--- config.mk ---
export PLATFORM = sky130hd
export DESIGN_NAME = scale_coord_gen
export DESIGN_NICKNAME = d
export VERILOG_FILES = /design/src/rtl/scale_coord_gen.sv
export SDC_FILE = /design/constraint.sdc
export NUM_CORES = 1
export LEC_CHECK = 0
export ABC_AREA = 1
export BUFFER_PORTS_ARGS = -buffer_cell sky130_fd_sc_hd__buf_4
export CAP_MARGIN = 40
export CORE_UTILIZATION = 55
export CTS_BUF_LIST = sky130_fd_sc_hd__clkbuf_4
export DETAILED_ROUTE_END_ITERATION = 6
export GPL_TIMING_DRIVEN = 1
export PLACE_DENSITY = 0.83
export SETUP_SLACK_MARGIN = 0.4
export SYNTH_ARGS = -nofsm -noshare
export SYNTH_HDL_FRONTEND = slang
export SYNTH_SLANG_ARGS = --single-unit
--- constraint.sdc ---
create_clock -name clk -period 7.1 [get_ports clk]
set_input_delay 1.065 -clock clk [delete_from_list [all_inputs] [get_ports clk]]
set_output_delay 1.065 -clock clk [all_outputs]
set_load 0.02 [all_outputs]
--- src/rtl/scale_coord_gen.sv ---
// scale_coord_gen
//   Turns per-frame kX/kY step factors (u2.6 source pixels per output pixel)
//   into one beat per output pixel carrying the top-left source coordinate,
//   its clamped right/lower neighbour and the bilinear fractions. A frame
//   starts on a rising edge of iVsyn while inEn is high; the frame parameters
//   are captured at that moment. Beats are handed over with valid/ready.
//
// Ports
//   clk, rst                  clock, synchronous active-high reset
//   inEn                      enable from coefficient unit (low aborts a frame)
//   iVsyn                     frame sync, rising edge starts a frame
//   kX, kY                    step per output pixel / line
//   xBgn, xEnd, yBgn, yEnd    inclusive crop window
//   outXRes, outYRes          output width / height minus 1
//   oValid, iReady            beat handshake
//   srcX, srcY, srcXN, srcYN  source pixel and clamped neighbour
//   fracX, fracY              interpolation weights
//   lineStart, lineEnd, frameEnd  beat qualifiers
//   frmErr                    one-cycle pulse on iVsyn edge while running
//
// state | meaning
// IDLE  | no frame in progress, oValid low, waiting for vsync edge
// RUN   | frame in progress, presenting/handing over beats

module scale_coord_gen #(
  parameter int INPUT_RES_WIDTH  = 11,
  parameter int OUTPUT_RES_WIDTH = 11,
  parameter int SCALE_BITS       = 8,
  parameter int FRAC_BITS        = 6
) (
  input  logic                        clk,
  input  logic                        rst,
  input  logic                        inEn,
  input  logic                        iVsyn,
  input  logic [SCALE_BITS-1:0]       kX,
  input  logic [SCALE_BITS-1:0]       kY,
  input  logic [INPUT_RES_WIDTH-1:0]  xBgn,
  input  logic [INPUT_RES_WIDTH-1:0]  xEnd,
  input  logic [INPUT_RES_WIDTH-1:0]  yBgn,
  input  logic [INPUT_RES_WIDTH-1:0]  yEnd,
  input  logic [OUTPUT_RES_WIDTH-1:0] outXRes,
  input  logic [OUTPUT_RES_WIDTH-1:0] outYRes,
  output logic                        oValid,
  input  logic                        iReady,
  output logic [INPUT_RES_WIDTH-1:0]  srcX,
  output logic [INPUT_RES_WIDTH-1:0]  srcY,
  output logic [INPUT_RES_WIDTH-1:0]  srcXN,
  output logic [INPUT_RES_WIDTH-1:0]  srcYN,
  output logic [FRAC_BITS-1:0]        fracX,
  output logic [FRAC_BITS-1:0]        fracY,
  output logic                        lineStart,
  output logic                        lineEnd,
  output logic                        frameEnd,
  output logic                        frmErr
);

  localparam int IW  = INPUT_RES_WIDTH;
  localparam int OW  = OUTPUT_RES_WIDTH;
  localparam int ACC = OUTPUT_RES_WIDTH + SCALE_BITS;
  localparam int IPW = ACC - FRAC_BITS;
  // wide enough that crop begin plus integer step never wraps before the clamp
  localparam int WW  = ((IW > IPW) ? IW : IPW) + 1;
  localparam int MW  = 2 * IW + FRAC_BITS;

  typedef enum logic {IDLE = 1'b0, RUN = 1'b1} state_t;

  state_t state_q, state_d;

  logic                  vs_d;
  logic                  vs_rise;
  logic                  accept;
  logic                  start, adv, to_idle, frm_err_d;

  logic [SCALE_BITS-1:0] kx_l, ky_l;
  logic [IW-1:0]         xb_l, xe_l, yb_l, ye_l;
  logic [OW-1:0]         xr_l, yr_l;

  logic [OW-1:0]         ox_q, oy_q, n_ox, n_oy;
  logic [ACC-1:0]        ax_q, ay_q, n_ax, n_ay;

  logic [IW-1:0]         c_xb, c_xe, c_yb, c_ye;
  logic [OW-1:0]         c_xr, c_yr;
  logic [MW-1:0]         xm, ym;

  // returns {src, src_neighbour, frac}; clamped beats get zero fraction
  function automatic logic [MW-1:0] map_coord(input logic [IW-1:0]  bgn,
                                               input logic [IW-1:0]  lim,
                                               input logic [ACC-1:0] acc);
    logic [WW-1:0]        wide;
    logic [IW-1:0]        src;
    logic [IW-1:0]        srcn;
    logic [FRAC_BITS-1:0] frac;
    wide = WW'(bgn) + WW'(acc[ACC-1:FRAC_BITS]);
    if (wide > WW'(lim)) begin
      src  = lim;
      frac = '0;
    end else begin
      src  = wide[IW-1:0];
      frac = acc[FRAC_BITS-1:0];
    end
    srcn = (src < lim) ? src + IW'(1) : lim;
    return {src, srcn, frac};
  endfunction

  assign vs_rise = iVsyn & ~vs_d;
  assign accept  = oValid & iReady;

  always_comb begin
    state_d   = state_q;
    start     = 1'b0;
    adv       = 1'b0;
    to_idle   = 1'b0;
    frm_err_d = 1'b0;
    case (state_q)
      IDLE: begin
        if (vs_rise && inEn) begin
          start   = 1'b1;
          state_d = RUN;
        end
      end
      RUN: begin
        if (vs_rise && !(accept && frameEnd)) frm_err_d = 1'b1;
        if (!inEn) begin
          to_idle = 1'b1;
          state_d = IDLE;
        end else if (accept) begin
          if (frameEnd) begin
            if (vs_rise) begin
              start = 1'b1;
            end else begin
              to_idle = 1'b1;
              state_d = IDLE;
            end
          end else begin
            adv = 1'b1;
          end
        end
      end
      default: state_d = IDLE;
    endcase
  end

  // A starting frame uses the live inputs; a running frame uses the captured copy.
  always_comb begin
    c_xb = start ? xBgn    : xb_l;
    c_xe = start ? xEnd    : xe_l;
    c_yb = start ? yBgn    : yb_l;
    c_ye = start ? yEnd    : ye_l;
    c_xr = start ? outXRes : xr_l;
    c_yr = start ? outYRes : yr_l;

    n_ox = '0;
    n_oy = '0;
    n_ax = '0;
    n_ay = '0;
    if (!start) begin
      if (ox_q == xr_l) begin
        n_oy = oy_q + OW'(1);
        n_ay = ay_q + ACC'(ky_l);
      end else begin
        n_ox = ox_q + OW'(1);
        n_ax = ax_q + ACC'(kx_l);
        n_oy = oy_q;
        n_ay = ay_q;
      end
    end

    xm = map_coord(c_xb, c_xe, n_ax);
    ym = map_coord(c_yb, c_ye, n_ay);
  end

  always_ff @(posedge clk) begin
    if (rst) begin
      state_q   <= IDLE;
      vs_d      <= 1'b0;
      frmErr    <= 1'b0;
      kx_l      <= '0;
      ky_l      <= '0;
      xb_l      <= '0;
      xe_l      <= '0;
      yb_l      <= '0;
      ye_l      <= '0;
      xr_l      <= '0;
      yr_l      <= '0;
      ox_q      <= '0;
      oy_q      <= '0;
      ax_q      <= '0;
      ay_q      <= '0;
      oValid    <= 1'b0;
      srcX      <= '0;
      srcY      <= '0;
      srcXN     <= '0;
      srcYN     <= '0;
      fracX     <= '0;
      fracY     <= '0;
      lineStart <= 1'b0;
      lineEnd   <= 1'b0;
      frameEnd  <= 1'b0;
    end else begin
      state_q <= state_d;
      vs_d    <= iVsyn;
      frmErr  <= frm_err_d;
      if (start) begin
        kx_l <= kX;
        ky_l <= kY;
        xb_l <= xBgn;
        xe_l <= xEnd;
        yb_l <= yBgn;
        ye_l <= yEnd;
        xr_l <= outXRes;
        yr_l <= outYRes;
      end
      if (start || adv) begin
        ox_q      <= n_ox;
        oy_q      <= n_oy;
        ax_q      <= n_ax;
        ay_q      <= n_ay;
        oValid    <= 1'b1;
        srcX      <= xm[MW-1 -: IW];
        srcXN     <= xm[FRAC_BITS +: IW];
        fracX     <= xm[FRAC_BITS-1:0];
        srcY      <= ym[MW-1 -: IW];
        srcYN     <= ym[FRAC_BITS +: IW];
        fracY     <= ym[FRAC_BITS-1:0];
        lineStart <= (n_ox == '0);
        lineEnd   <= (n_ox == c_xr);
        frameEnd  <= (n_ox == c_xr) && (n_oy == c_yr);
      end else if (to_idle) begin
        ox_q      <= '0;
        oy_q      <= '0;
        ax_q      <= '0;
        ay_q      <= '0;
        oValid    <= 1'b0;
        srcX      <= '0;
        srcY      <= '0;
        srcXN     <= '0;
        srcYN     <= '0;
        fracX     <= '0;
        fracY     <= '0;
        lineStart <= 1'b0;
        lineEnd   <= 1'b0;
        frameEnd  <= 1'b0;
      end
    end
  end

endmodule

---- Word level (Yosys, flattened, before mapping) ----
Cells that the tools add are included.
word-level totals
  word-level logic and storage cells ...... 111
  output and inout bits ................... 61
  input port bits ......................... 87
  register bits ........................... 205
  bits in read-only memories .............. 0
  bits in latches ......................... 0
  RAM bits ................................ 0
  memories kept ........................... 0
operators by class
  mux-type cells .......................... 58
  divide/modulo/power cells ............... 0
  reduce and logical (&&, ||, !) cells .... 9
  shift-type cells ........................ 0
  equal/unequal tests ..................... 3
  bitwise logic cells ..................... 4
  $mul .................................... 0
  add/subtract/negate cells ............... 8
  magnitude comparators ................... 4
operator list
  operator                 count
  $mux W11                 21
  $mux W19                 7
  $add A11 B1 Y11 const B  4
  $add A19 B8 Y19          2
  $eq A11 B11 Y1           3
  $mux W6                  5
  $add A11 B13 Y14         2
  $gt A14 B11 Y1           2
  $mux W1                  23
  $lt A11 B11 Y1           2
  $logic_not A11 Y1        1
  $logic_and A1 B1 Y1      4
  $pmux W1 S2              2
  $and A1 B1 Y1            2
  $not A1 Y1               2
  $reduce_bool A2 Y1       1
  $reduce_or A2 Y1         1
  $logic_not A1 Y1         1
  $logic_or A1 B1 Y1       1

---- Longest topological paths before layout ----
  depth in word-level cells ............... 14
  mapped depth ............................ 46
  depth with buffers taken out ............ 43

---- Least setup slack after synthesis ----
No wires, ideal clock.
  kind .................................... input-to-reg
  from .................................... input port iVsyn
  to ...................................... register srcXN[4]
  arrival ................................. 6,800 ps
  required time ........................... 6,966 ps
  stages .................................. 42
  setup time .............................. 134 ps
  path buffers ............................ 9
  slack ................................... 166 ps
  cells stage by stage .................... inv_1 > or2_4 > clkinv_2 > nand3_4 > buf_6 > buf_2 > buf_2 > buf_2 > clkbuf_1 > clkbuf_1 > o21ai_0 > inv_1 > ha_1 > inv_1 > fa_1 > inv_1 > nand3_2 > a21oi_2 > (+6 left out) > a21boi_0 > o22ai_1 > nand3_2 > nor2_4 > buf_8 > buf_6 > nand2_1 > o21ai_0 > ha_1 > nand2_1 > inv_1 > nand3_1 > inv_1 > a21oi_1 > nand2_4 > buf_6 > o21ai_0 > a21oi_1
between the ends
  cells in the longest elaborated chain, start to end .. 13
  elaborated cells on any way between the ends .. 25
  classes of those cells .................. add/sub (2); order compare (2); mux (17); bitwise (1); reduce/logical (3)
RTL lines
  item                                                      RTL line  source
  from (decl)                                               34        input logic iVsyn,
  $and A1 B1 Y1 (*)                                         105       assign vs_rise = iVsyn & ~vs_d;
  $mux W1                                                   128       if (vs_rise) begin
  $mux W1                                                   127       if (frameEnd) begin
  $mux W1                                                   126       end else if (accept) begin
  $mux W1                                                   123       if (!inEn) begin
  $pmux W1 S2 (*)                                           114       case (state_q)
  $mux W11 (*)                                              --
  net c_xb[0]                                               81        logic [IW-1:0] c_xb, c_xe, c_yb, c_ye;
  $add A11 B13 Y14 (*)                                      93        wide = WW'(bgn) + WW'(acc[ACC-1:FRAC_BITS]);
  $gt A14 B11 Y1                                            94        if (wide > WW'(lim)) begin
  $mux W11 (*)                                              94
  $add A11 B1 Y11 / $lt A11 B11 Y1 (equally long branches)  101       srcn = (src < lim) ? src + IW'(1) : lim;
  $mux W11 (*)                                              101
  $mux W11 (*)                                              213       if (start || adv) begin
  to (signal assigned)                                      220       srcXN <= xm[FRAC_BITS +: IW];
  to (decl)                                                 47        output logic [INPUT_RES_WIDTH-1:0] srcXN,
Mark *: on every way through the listed nets, which the timed path passes. The rest lies on a longest branch.
A chain may end at the register's enable or synchronous reset.

---- Final worst setup path ----
  from .................................... register ox_q[1]
  to ...................................... register srcXN[3]
between the ends
  cells in the longest elaborated chain, start to end .. 9
  elaborated cells on any way between the ends .. 10
  classes of those cells .................. add/sub (2); order compare (2); eq/ne (1); mux (5)
RTL lines
  item                                                      RTL line  source
  from (decl)                                               78        logic [OW-1:0] ox_q, oy_q, n_ox, n_oy;
  from (signal assigned)                                    214       ox_q <= n_ox;
  $eq A11 B11 Y1 (*)                                        157       if (ox_q == xr_l) begin
  $mux W19 (*)                                              157
  $mux W19 (*)                                              156       if (!start) begin
  $add A11 B13 Y14 (*)                                      93
  $gt A14 B11 Y1                                            94
  $mux W11 (*)                                              94
  $add A11 B1 Y11 / $lt A11 B11 Y1 (equally long branches)  101
  $mux W11 (*)                                              101
  $mux W11 (*)                                              213
Mark *: on every way between the ends. The rest lies on a longest branch, timed or not.

==> run metrics <==
Worst-path clk slew 70 ps; Synth top area share 0.3058; H-tree Lvls 2; Leakage Power 7.441 nW; Setup violations, final 0; Inserted Clock Buffers 55; final worst setup slack 708.2 ps; Longest Clk Path Bufs 3; Syn Nets 2,125; Max VDD drop 0.00009799 V; Internal Power 2.172 mW; top-count cell post-synth nand2_1; CTS tree built; Pwr Total 3.467 mW; final hold slack 462.3 ps; Vias/cell 5.463; fin nets 2,297; Area Overhead vs Synth 17.89%; DIE AREA 25,030 sq um; Synth warnings 0; dominant cells by area after synthesis dfxtp_1 31%, nand2_1 14%, ha_1 7.1%, a21oi_1 6.4%, nor2_1 5.5%; Post-Syn Instances 1,958; Routability Congestion 0.9328; top_reg_cell synth dfxtp_1; gr usage total 0.2959; pwr/cell area 219.2 nW/um^2; starting density of the core 0.5667; pre-CTS setup slack -1.605 ps; Clock power frac 0.294; drt drc 0; Hold-fix buffers, CTS 0; FF+latch count, synth 205; crit start category flop; first-pass GRT wire length 59,980 um; Vert. Die Dim 158.2 um; largest family of logic cells by synthesized area simple AND/OR/NAND/NOR gates; Die X 158.2 um; simple-gate share of the synthesized area 0.3342; largest net degree at the start of global routing 102; drt first pass iters 5; number of port buffers 147; status finished, final reports clean; multiplexer area fraction after synthesis 0.02312; Post-synth top cells 498 x nand2_1, 205 x dfxtp_1, 196 x nor2_1, 173 x inv_1, 172 x a21oi_1; synthesized area per cell 6.854 sq um; Fill cells 2,072; critical path class flop to flop; HP Class flop to flop; Achievable Freq 156.5 MHz; worst stage delay on the critical path 400 ps; Synth Area in Compound Gates 0.1278; 1st-iter DRT viols 1,185; Detailed Place HPWL 26,800 um; antenna viol nets, final 0; gr ovfl total 0; slew margin rel. 0.4094; Tmin final 6392 ps; CP required 7710 ps; Synth async-reset ratio 0; Max-Cap Viols 0; post-synthesis cell type count 62; final slew viol count 0; Combinational Power Share 0.350; worst-path fanout max 15; RSZ-0062 raised after global routing false; Core Region 23,680 sq um; Synth area leader dfxtp_1; Vias 13,610; Synth Area in Adders 0.07682; clock sinks 205; Sw Ratio 0.3735; sequential area share after synthesis 0.3058; sequential share of power 0.355; XOR/XNOR Fraction of Synth Area 0.05090; mapped cell area 13,420 sq um; Cell Rows 56; Arr. time, crit path 7000 ps; Worst path slowest cell dfxtp_1; clock root buffer clkbuf_4; final WL 37,130 um; Clock Latency Late Sink 690 ps; switching power 1.295 mW; vias in the first global route 12,750; io pins 148; wire per inst 14.91 um; number of enable flip-flop cells after synthesis 0; share of layout cells above drive strength 1 0.1990; initial antenna violation count 1; Worst-Margin Slew 882.6 ps; fin crit share 0.9003; clk_skew 29.36 ps; Hold Vio Cnt, Final 0; fin cells 2,491; number of cells after detailed placement 2,373; Crit. End Element flop
per-layer routing:
layer  GRT usage  routed length, um  vias to the layer above
met5           0                  0                        -
met4      0.1186               1275                        0
met3     0.04626               2426                      114
met2      0.5052              17680                      492
met1      0.3706              15740                     6237
li1            -                  -                     6766
state kept, by name, summed over array words and instances, names as in the netlist, 8 cells and up:
name and cells:
oy_q 11, ye_l 11, srcXN 11, xr_l 11, xe_l 11, ay_q 19
ax_q 19, ky_l 8, srcYN 11, xb_l 11, ox_q 11, yb_l 11
yr_l 11, kx_l 8, srcX 11, srcY 11
power groups by stage:
stage	Sequential (mW)	Combinational (mW)	Clock, mW
6_report	1.23	1.22	1.02
5_1_grt	1.24	1.34	1.12
4_1_cts	1.23	1.09	1.05
3_5_place_dp	1.26	1.08	0
3_3_place_gp	1.25	1.06	0
2_1_floorplan	1.28	0.795	0
final cells by class:
type	instances	area, sq um	share of cell area
multi-input cells	1489	8388	0.5302
flip-flops and latches	205	4106	0.2595
repair buffers	190	1529	0.09664
inverters	188	715.7	0.04524
clock buffers	72	540.5	0.03416
well taps	319	399.1	0.02523
clock inverters	26	135.1	0.008541
repair inverters	1	5.005	0.0003163
diodes	1	2.502	0.0001582
worst paths after layout:
kind / start / cells after the start / slack [ps] / to
worst min-delay path: srcX[9] / 2 / 460 / srcX[9]
worst max register to register: ox_q[1] / 36 / 710 / srcXN[3]
worst max-delay path: ox_q[1] / 36 / 710 / srcXN[3]
worst min register to register: srcX[9] / 2 / 460 / srcX[9]
worst max-delay path: cells and delay by family, from the launching register on:
| family | cells | cell delay, ps |
|---|---|---|
| xor gates and xnor gates | 2 | 470 |
| adders and majority gates | 4 | 1110 |
| AOI/OAI and AO/OA | 10 | 1730 |
| DFF | 1 | 400 |
| and+or+nand+nor | 14 | 1690 |
| buffers and inverters | 6 | 870 |
cells by family (layout without fill, tap and decap cells):
group,Yosys count,after routing
AO/OA/AOI/OAI,308,308
XOR/XNOR,78,78
adder cells (fa/ha/maj),80,80
buffers and inverters,265,477
flip-flops,205,205
multiplexers,31,31
other,0,1
AND/OR/NAND/NOR,991,992
what timing repair did:
item                       in CTS  in global routing
resized for setup               0                 39
gates cloned                    0                  2
pin swaps                       1                 11
setup buffers                   1                 16
setup endpoints to repair      10                 22
placed cells by master (no fill, tap or decap), types with 7 or more instances in the layout:
cell type,Yosys,final
nand2_1,498,497
dfxtp_1,205,203
nor2_1,196,195
buf_4,2,180
inv_1,173,172
a21oi_1,172,169
nand3_1,120,118
ha_1,76,73
clkbuf_4,0,73
o21ai_0,71,66
nand4_1,42,42
xor2_1,43,40
or2_2,36,36
xnor2_1,35,35
mux2i_1,31,31
nand2_2,30,30
clkinv_1,3,20
o21ai_1,12,16
nand3_2,11,13
nor2_2,10,11
inv_2,10,10
clkinv_2,2,8
nor3_1,10,8
o21ai_2,8,8
a21oi_2,6,8
nor4_1,9,7
stage by stage:
step	setup TNS [ps]	cell area (sq um)	utilization
floorplan	0	13430	-
global placement	0	14780	0.6240
detailed placement	-1.605	14810	0.6252
CTS	0	15490	0.6541
global route	0	15820	0.6681
finish	0	15820	0.6681
(Power assumes the default switching activity.)
